File: config.mk
export PLATFORM = sky130hd
export DESIGN_NAME = axis_position_register
export DESIGN_NICKNAME = d
export VERILOG_FILES = /design/src/rtl/axis_position_register.sv
export SDC_FILE = /design/constraint.sdc
export NUM_CORES = 1
export LEC_CHECK = 0
export CAP_MARGIN = 10
export CORE_MARGIN = 1.5
export CORE_UTILIZATION = 42
export CTS_BUF_LIST = sky130_fd_sc_hd__clkbuf_4
export CTS_CLUSTER_DIAMETER = 120
export DETAILED_ROUTE_END_ITERATION = 12
export PLACE_DENSITY = 0.63
export SYNTH_ARGS = -nofsm -noshare
export SYNTH_HDL_FRONTEND = slang
export SYNTH_SLANG_ARGS = --single-unit
File: constraint.sdc
create_clock -name clk -period 5.72 [get_ports clk]
set_clock_uncertainty 0.05 [all_clocks]
set_input_delay 1.716 -clock clk [delete_from_list [all_inputs] [get_ports clk]]
set_output_delay 1.716 -clock clk [all_outputs]
set_load 0.05 [all_outputs]
File: src/rtl/axis_position_register.sv
// axis_position_register: single-axis position stepper with bounce/wrap/stop at [POS_MIN, POS_MAX].
// Optional macro AXIS_POS_BOUNCE_CNT_EN adds a saturating bounce_cnt output.
module axis_position_register #(
    parameter int WIDTH    = 8,
    parameter int POS_MIN  = 0,
    parameter int POS_MAX  = 144,
    parameter int POS_INIT = 0,
    parameter int DIR_INIT = 1,
    parameter int STEP_W   = 4
) (
    input  logic              clk,
    input  logic              reset,
    input  logic              sync,
    input  logic              enable,
    input  logic              load,
    input  logic              load_dir,
    input  logic [WIDTH-1:0]  load_pos,
    input  logic [1:0]        mode,
    input  logic [STEP_W-1:0] step,
    output logic [WIDTH-1:0]  pos,
    output logic              dir,
    output logic              edge_hit,
`ifdef AXIS_POS_BOUNCE_CNT_EN
    output logic [7:0]        bounce_cnt,
`endif
    output logic              stopped
);
    localparam logic [WIDTH:0]   L_MIN  = (WIDTH+1)'(POS_MIN);
    localparam logic [WIDTH:0]   L_MAX  = (WIDTH+1)'(POS_MAX);
    localparam logic [WIDTH:0]   L_MAX1 = (WIDTH+1)'(POS_MAX + 1);
    localparam logic [WIDTH:0]   L_SPAN = (WIDTH+1)'(POS_MAX - POS_MIN);
    localparam logic [WIDTH-1:0] N_MIN  = WIDTH'(POS_MIN);
    localparam logic [WIDTH-1:0] N_MAX  = WIDTH'(POS_MAX);

    logic [WIDTH-1:0] r_pos;
    logic             r_dir, r_edge, r_stopped, r_sync_q;
    logic [WIDTH:0]   w_pos_x, w_step_x, w_s, w_up, w_lo, w_bound, w_step_val, w_wrap_val, w_nxt_pos;
    logic             w_tick, w_hit, w_cross, w_nxt_dir, w_nxt_edge, w_nxt_stop;

    assign w_tick   = sync & ~r_sync_q & enable & ~r_stopped;
    assign w_pos_x  = {1'b0, r_pos};
    assign w_step_x = {{(WIDTH+1-STEP_W){1'b0}}, step};
    assign w_s      = (w_step_x > L_SPAN) ? L_SPAN : w_step_x;
    assign w_up     = w_pos_x + w_s;
    // Downward tests compare pos against POS_MIN+s so nothing ever goes negative.
    assign w_lo       = L_MIN + w_s;
    assign w_hit      = r_dir ? (w_up >= L_MAX) : (w_pos_x <= w_lo);
    assign w_cross    = r_dir ? (w_up > L_MAX) : (w_pos_x < w_lo);
    assign w_bound    = r_dir ? L_MAX : L_MIN;
    assign w_step_val = r_dir ? w_up : w_pos_x - w_s;
    assign w_wrap_val = r_dir ? L_MIN + w_up - L_MAX1 : L_MAX1 + w_pos_x - L_MIN - w_s;

    always_comb begin
        w_nxt_pos  = w_pos_x;
        w_nxt_dir  = r_dir;
        w_nxt_edge = 1'b0;
        w_nxt_stop = r_stopped;
        if (w_tick && w_s != '0) begin
            if (mode == 2'b01) begin
                w_nxt_edge = w_cross;
                w_nxt_pos  = w_cross ? w_wrap_val : w_step_val;
            end else if (mode == 2'b10) begin
                w_nxt_edge = w_hit;
                w_nxt_stop = w_hit;
                w_nxt_pos  = w_hit ? w_bound : w_step_val;
            end else begin
                w_nxt_edge = w_hit;
                w_nxt_pos  = w_hit ? w_bound : w_step_val;
                w_nxt_dir  = r_dir ^ w_hit;
            end
        end
    end

    always_ff @(posedge clk) begin
        if (reset) begin
            r_pos     <= WIDTH'(POS_INIT);
            r_dir     <= 1'(DIR_INIT);
            r_edge    <= 1'b0;
            r_stopped <= 1'b0;
            r_sync_q  <= 1'b0;
        end else begin
            r_sync_q <= sync;
            if (load) begin
                r_pos     <= (load_pos < N_MIN) ? N_MIN : (load_pos > N_MAX) ? N_MAX : load_pos;
                r_dir     <= load_dir;
                r_edge    <= 1'b0;
                r_stopped <= 1'b0;
            end else begin
                r_pos     <= w_nxt_pos[WIDTH-1:0];
                r_dir     <= w_nxt_dir;
                r_edge    <= w_nxt_edge;
                r_stopped <= w_nxt_stop;
            end
        end
    end

`ifdef AXIS_POS_BOUNCE_CNT_EN
    logic [7:0] r_bounce_cnt;
    always_ff @(posedge clk) begin
        if (reset || load)
            r_bounce_cnt <= '0;
        else if (w_nxt_edge && r_bounce_cnt != 8'hff)
            r_bounce_cnt <= r_bounce_cnt + 8'd1;
    end
    assign bounce_cnt = r_bounce_cnt;
`endif

    assign pos      = r_pos;
    assign dir      = r_dir;
    assign edge_hit = r_edge;
    assign stopped  = r_stopped;
endmodule

# After elaboration in Yosys (flattened, before gate mapping)
# Index checks and enable logic that the tools add are counted.
[classes] n_shift=0 add_sub_neg=5 n_reduce_logical=7 div=0 mul=0 eq_ne=4 magnitude_cmp=7 n_bitwise=8 mux=18
[ops] operator="two-way mux 8 bit" n=11
[ops] operator="subtractor 8 bit" n=2
[ops] operator="adder 8 x 8 -> 9 bit" n=1
[ops] operator="greater-or-equal comparator 9 x 8 -> 1 bit, second input constant" n=1
[ops] operator="> comparator 9 x 8 -> 1 bit, second input constant" n=1
[ops] operator="nonzero test 9 bit" n=1
[ops] operator="adder 8 bit, first input constant" n=1
[ops] operator="> comparator 4 x 8 -> 1 bit, second input constant" n=1
[ops] operator="> comparator 8 bit, second input constant" n=1
[ops] operator="less-or-equal comparator 8 bit" n=1
[ops] operator="less-than comparator 8 x 1 -> 1 bit, second input constant" n=1
[ops] operator="less-than comparator 8 bit" n=1
[ops] operator="subtractor 8 bit, second input constant" n=1
[ops] operator="two-way mux 1 bit" n=7
[ops] operator="AND reduction 3 bit" n=2
[ops] operator="inequality test 2 bit, second input constant" n=2
[ops] operator="inverter 1 bit" n=4
[ops] operator="AND 1 bit" n=3
[ops] operator="OR reduction 3 bit" n=1
[ops] operator="== test 2 x 1 -> 1 bit, second input constant" n=1
[ops] operator="== test 2 bit, second input constant" n=1
[ops] operator="nonzero test 2 bit" n=1
[ops] operator="OR reduction 2 bit" n=1
[ops] operator="logical AND 1 bit" n=1
[ops] operator="XOR 1 bit" n=1
[totals] wordCells=54 mem_count=0 ramBits=0 latch_bits=0 regBits=12 mem_bits_ro=0 out_inout_bits=11

# Logic depth before layout (Yosys ltp)
# Gate-level depths: netlist of run 1.
[depth] word_depth=10 mapped_depth=16 mapped_depth_nobuf=16

# Least setup slack after synthesis of run 1
# No wires, ideal clock.
[synth_timing] path_kind="input-to-reg" startpoint="input step[0]" endpoint="register r_pos[5], in the netlist pos[5]" arrival_time_ps=4423 t_required_ps=5596 setup_ps=74 setup_slack_ps=1172 path_buffers=1 path_stages=12 path_cell_list="ha_1 fa_1 nor2b_2 o31a_1 xnor2_1 nor4bb_4 o31a_1 buf_6 mux2_4 a311oi_1 o21ai_0 a31oi_1"
[synth_between] elab_chain_cells=9 word_cells_on_any_way=22 classes_between="add/sub: 4; order compare: 5; mux: 10; reduce/logical: 3"
[synth_lines] element="start: declaration" line="19" text="input logic [STEP_W-1:0] step,"
[synth_lines] element="> comparator 4 x 8 -> 1 bit" line="43" text="assign w_s = (w_step_x > L_SPAN) ? L_SPAN : w_step_x;"
[synth_lines] element="two-way mux 8 bit *" line="43"
[synth_lines] element="adder 8 x 8 -> 9 bit" line="44" text="assign w_up = w_pos_x + w_s;"
[synth_lines] element="subtractor 8 bit, or another cell as far along" line="51" text="assign w_wrap_val = r_dir ? L_MIN + w_up - L_MAX1 : L_MAX1 + w_pos_x - L_MIN - w_s;"
[synth_lines] element="two-way mux 8 bit, or another cell as far along" line="51"
[synth_lines] element="two-way mux 8 bit, on equally long branches" line="61, 65, 68"
[synth_lines] element="two-way mux 8 bit" line="59" text="if (mode == 2'b01) begin"
[synth_lines] element="two-way mux 8 bit" line="58" text="if (w_tick && w_s != '0) begin"
[synth_lines] element="two-way mux 8 bit" line="83" text="if (load) begin"
[synth_lines] element="end signal: assignment" line="76" text="r_pos <= WIDTH'(POS_INIT);"
[synth_lines] element="end signal: assignment" line="84" text="r_pos <= (load_pos < N_MIN) ? N_MIN : (load_pos > N_MAX) ? N_MAX : load_pos;"
[synth_lines] element="end signal: assignment" line="89" text="r_pos <= w_nxt_pos[WIDTH-1:0];"
[synth_lines] element="end: declaration" line="35" text="logic [WIDTH-1:0] r_pos;"
# Every way passes the cells marked *; elsewhere a longest branch is shown, timed or not. The select of a mux whose other input is x is not followed.
# A chain may end at the register's enable or synchronous reset.

# Worst setup path in the final report of run 1
# Same ends and word-level chain as after synthesis.

==> results by group, run 1 <==
Floorplan
  – Row Count: 24
  – Die W: 71.63 um
  – Core ar.: 4444 um^2
  – Starting density of the core: 44.51%
  – I/O Pins: 31
  – Die H: 71.63 um
  – Die Area: 5131 um^2

STA
  – Fmax: 0.1926 GHz
  – Endpoints failing setup: 0
  – Tmin final: 5193 ps
  – RSZ-0062 raised after global routing: no
  – Worst slew pin tran: 665.1 ps
  – Final Hold Viols: 0
  – WHS: 471.2 ps
  – Max Transition Viols Final: 0
  – TNS Setup: 0 ps
  – Ratio of final minimum period to clock period: 90.78%
  – Max_slew headroom: 55.25%

Global route
  – Pin count of the biggest net entering global routing: 28
  – Total track usage: 21.22%
  – Remaining Overflow, GRT: 0
  – First-pass GRT wire length: 8645 um
  – Initial antenna violation count: 0
  – Vias in the first global route: 1,732

Setup path
  – Critical path's largest stage delay: 480 ps
  – Critical path type: primary input to register
  – CP Data Arrival Time: 5350 ps
  – CP Max Fanout: 8
  – Worst path cell trace: clkdlybuf4s50_1 -> ha_1 -> fa_1 -> nor2b_2 -> o31a_1 -> nor4_1 -> a21oi_1 -> o211ai_1 -> o31a_1 -> mux2_4 -> a311oi_1 -> o21ai_0 -> a31oi_1
  – Crit path top cell by count: o31a_1
  – Worst setup EP type: register
  – Delay-heaviest family, CP: compound AO/OA/AOI/OAI gates
  – CP required: 5880 ps
  – WP buf/inv: 1
  – Critical path's slowest cell: clkdlybuf4s50_1
  – CP startpoint kind: primary input

Synth
  – Syn Nets: 295
  – Main flop type after synthesis: dfxtp_1
  – Synth unique cells: 61
  – Gate Count Post-Synth: 248
  – Ranking of synthesized cells by area: ha_1 (15%), dfxtp_1 (12%), a21oi_1 (5.1%)
  – Cell taking the most area after synthesis: ha_1
  – Most frequent cells after synthesis: ha_1 (23), inv_1 (22), a21oi_1 (20), nor2_1 (20), nand2_1 (13)
  – Top-area cell type share of the netlist area: 14.55%
  – Async set-reset flop share out of synthesis: 0%
  – Number of synthesis warnings: 0
  – Syn_area_per_cell: 7.976 um^2
  – Mapped Area: 1978 um^2
  – Seq cells post-synth: 12
  – Most common cell in the netlist: ha_1
  – Post-synth EDFFs: 0
  – Seq/Total Area, Yosys: 12.14%

Job
  – # Max-Cap Violations: 0

Routing
  – Final ANT Viol Nets: 0
  – Per-cell routed wire length: 15.94 um
  – Drt drc: 1
  – DR pass1 iterations: 9
  – DR iter-0 viols: 98
  – Detailed Route WL: 5164 um
  – Via count: 1,843
  – Routed vias/inst: 5.688

CTS
  – Clock network latency to the later pin of the worst-skew pair: 290 ps
  – CTS Sinks: 12
  – Bufs on Longest Clock Path: 2
  – Post-CTS Resized: 0
  – TritonCTS buffer count: 3
  – H-tree depth: 1
  – Cts hold-fix bufs: 0
  – CTS tree: built
  – Post-CTS Setup Inserts: 0
  – Clock slew at reported path FFs: 90 ps
  – Root buffer cell: clkbuf_4

Outcome
  – Failing checks: DRC
  – Outcome: finished with violations

Finish
  – Area growth, synth to finish: 17.14%
  – Nets: 320
  – Ant diodes: 0
  – Layout cells sized above 1: 6.985%

Power
  – Max VDD drop: 0.0001023 V
  – P_leak: 0.9546 nW
  – PD cells: 182.7 nW/um^2

Worst hold path
  – Hold/Removal Path Class: register to register

Placement
  – Final Wtd Congestion: 0.8862
  – Final HPWL DP: 4156 um
  – Port Buffers: 30
-- flip-flops by register name, summed over array words and instances (netlist names) --
signal and flops:
dir 1, edge_hit 1, pos 8, stopped 1, r_sync_q 1
-- per-stage QoR --
step | setup WS (ps) | instance area, um^2 | util (%) | cells | total power (W)
6_report | 527.4 | 2317 | 52.14 | 324 | 0.0004233
5_1_grt | 308.1 | 2317 | 52.14 | 324 | 0.0004589
4_1_cts | 545.7 | 2317 | 52.14 | 324 | 0.0004245
3_5_place_dp | 260.5 | 2291 | 51.55 | 320 | 0.0003661
3_3_place_gp | 367.1 | 2291 | 51.55 | 320 | 0.0003659
2_1_floorplan | 1172 | 1978 | - | 248 | 0.0002981
-- cells by family after synthesis --
kind of cell               synth area share (%)
adders and majority gates                 18.60
muxes                                     7.084
AOI/OAI and AO/OA                         26.50
and+or+nand+nor                           21.51
buffers and inverters                     7.527
DFF                                       12.14
xor gates and xnor gates                  6.641
-- worst paths after layout --
check | slack [ps] | cells past startpoint | startpoint | end
min | 470 | 1 | stopped$_SDFFE_PP0P_ | stopped$_SDFFE_PP0P_
max reg2reg | 2110 | 12 | pos[0]$_SDFFE_PP0P_ | pos[5]$_SDFFE_PP0P_
min reg2reg | 470 | 1 | stopped$_SDFFE_PP0P_ | stopped$_SDFFE_PP0P_
max | 530 | 13 | step[0] | pos[5]$_SDFFE_PP0P_
-- power by group --
part | internal, W | switching (W)
sequential | 0.0000898 | 0.0000145
combinational | 0.000113 | 0.000148
clock | 0.0000254 | 0.0000321
total | 0.000229 | 0.000195
-- metal layers --
metal,vias to the layer above,track usage (%),share of wire (%),wire length (um)
li1,945,-,-,-
met1,839,30.22,49,2509
met2,53,33.44,45,2342
met3,6,4.501,4.8,249
met4,0,3.774,1.2,63
met5,-,0,0,0
-- cell type report --
type	count	area [um^2]
Clock inverter	1	3.754
Inverter	23	88.84
Timing Repair Buffer	31	307.8
Clock buffer	3	22.52
Multi-Input combinational cell	202	1589
Fill cell	448	2127
Sequential cell	12	240.2
Tap cell	52	65.06
-- cell usage in the layout, fill, tap and decap left out, types with 2 or more instances in the layout --
cell / count
xor2_1: 4
a22oi_1: 4
nor2b_1: 8
nor3_1: 4
nor2_1: 20
a211oi_1: 4
o21ai_0: 12
or3_1: 3
inv_1: 22
xnor2_1: 11
nand3b_1: 2
dfxtp_1: 12
o31a_1: 2
nand2_1: 13
a31oi_1: 4
clkdlybuf4s50_1: 30
clkbuf_4: 3
nand3_1: 5
a21oi_1: 20
o32a_1: 2
mux2i_1: 8
nor4_1: 3
mux2_2: 2
o21bai_1: 2
and3_1: 2
fa_1: 4
o22ai_1: 2
o21a_1: 3
o211ai_1: 3
nand2b_1: 4
ha_1: 23
No activity file was read; power rests on OpenSTA's default activity.
==> run 2: changes to the inputs <==
--- a/config.mk
+++ b/config.mk
@@ -5,7 +5,6 @@
 export SDC_FILE = /design/constraint.sdc
 export NUM_CORES = 1
 export LEC_CHECK = 0
-export CAP_MARGIN = 10
 export CORE_MARGIN = 1.5
 export CORE_UTILIZATION = 42
 export CTS_BUF_LIST = sky130_fd_sc_hd__clkbuf_4
==> results of run 2 <==
Final layout, timing and power as in run 1 (identical DEF).
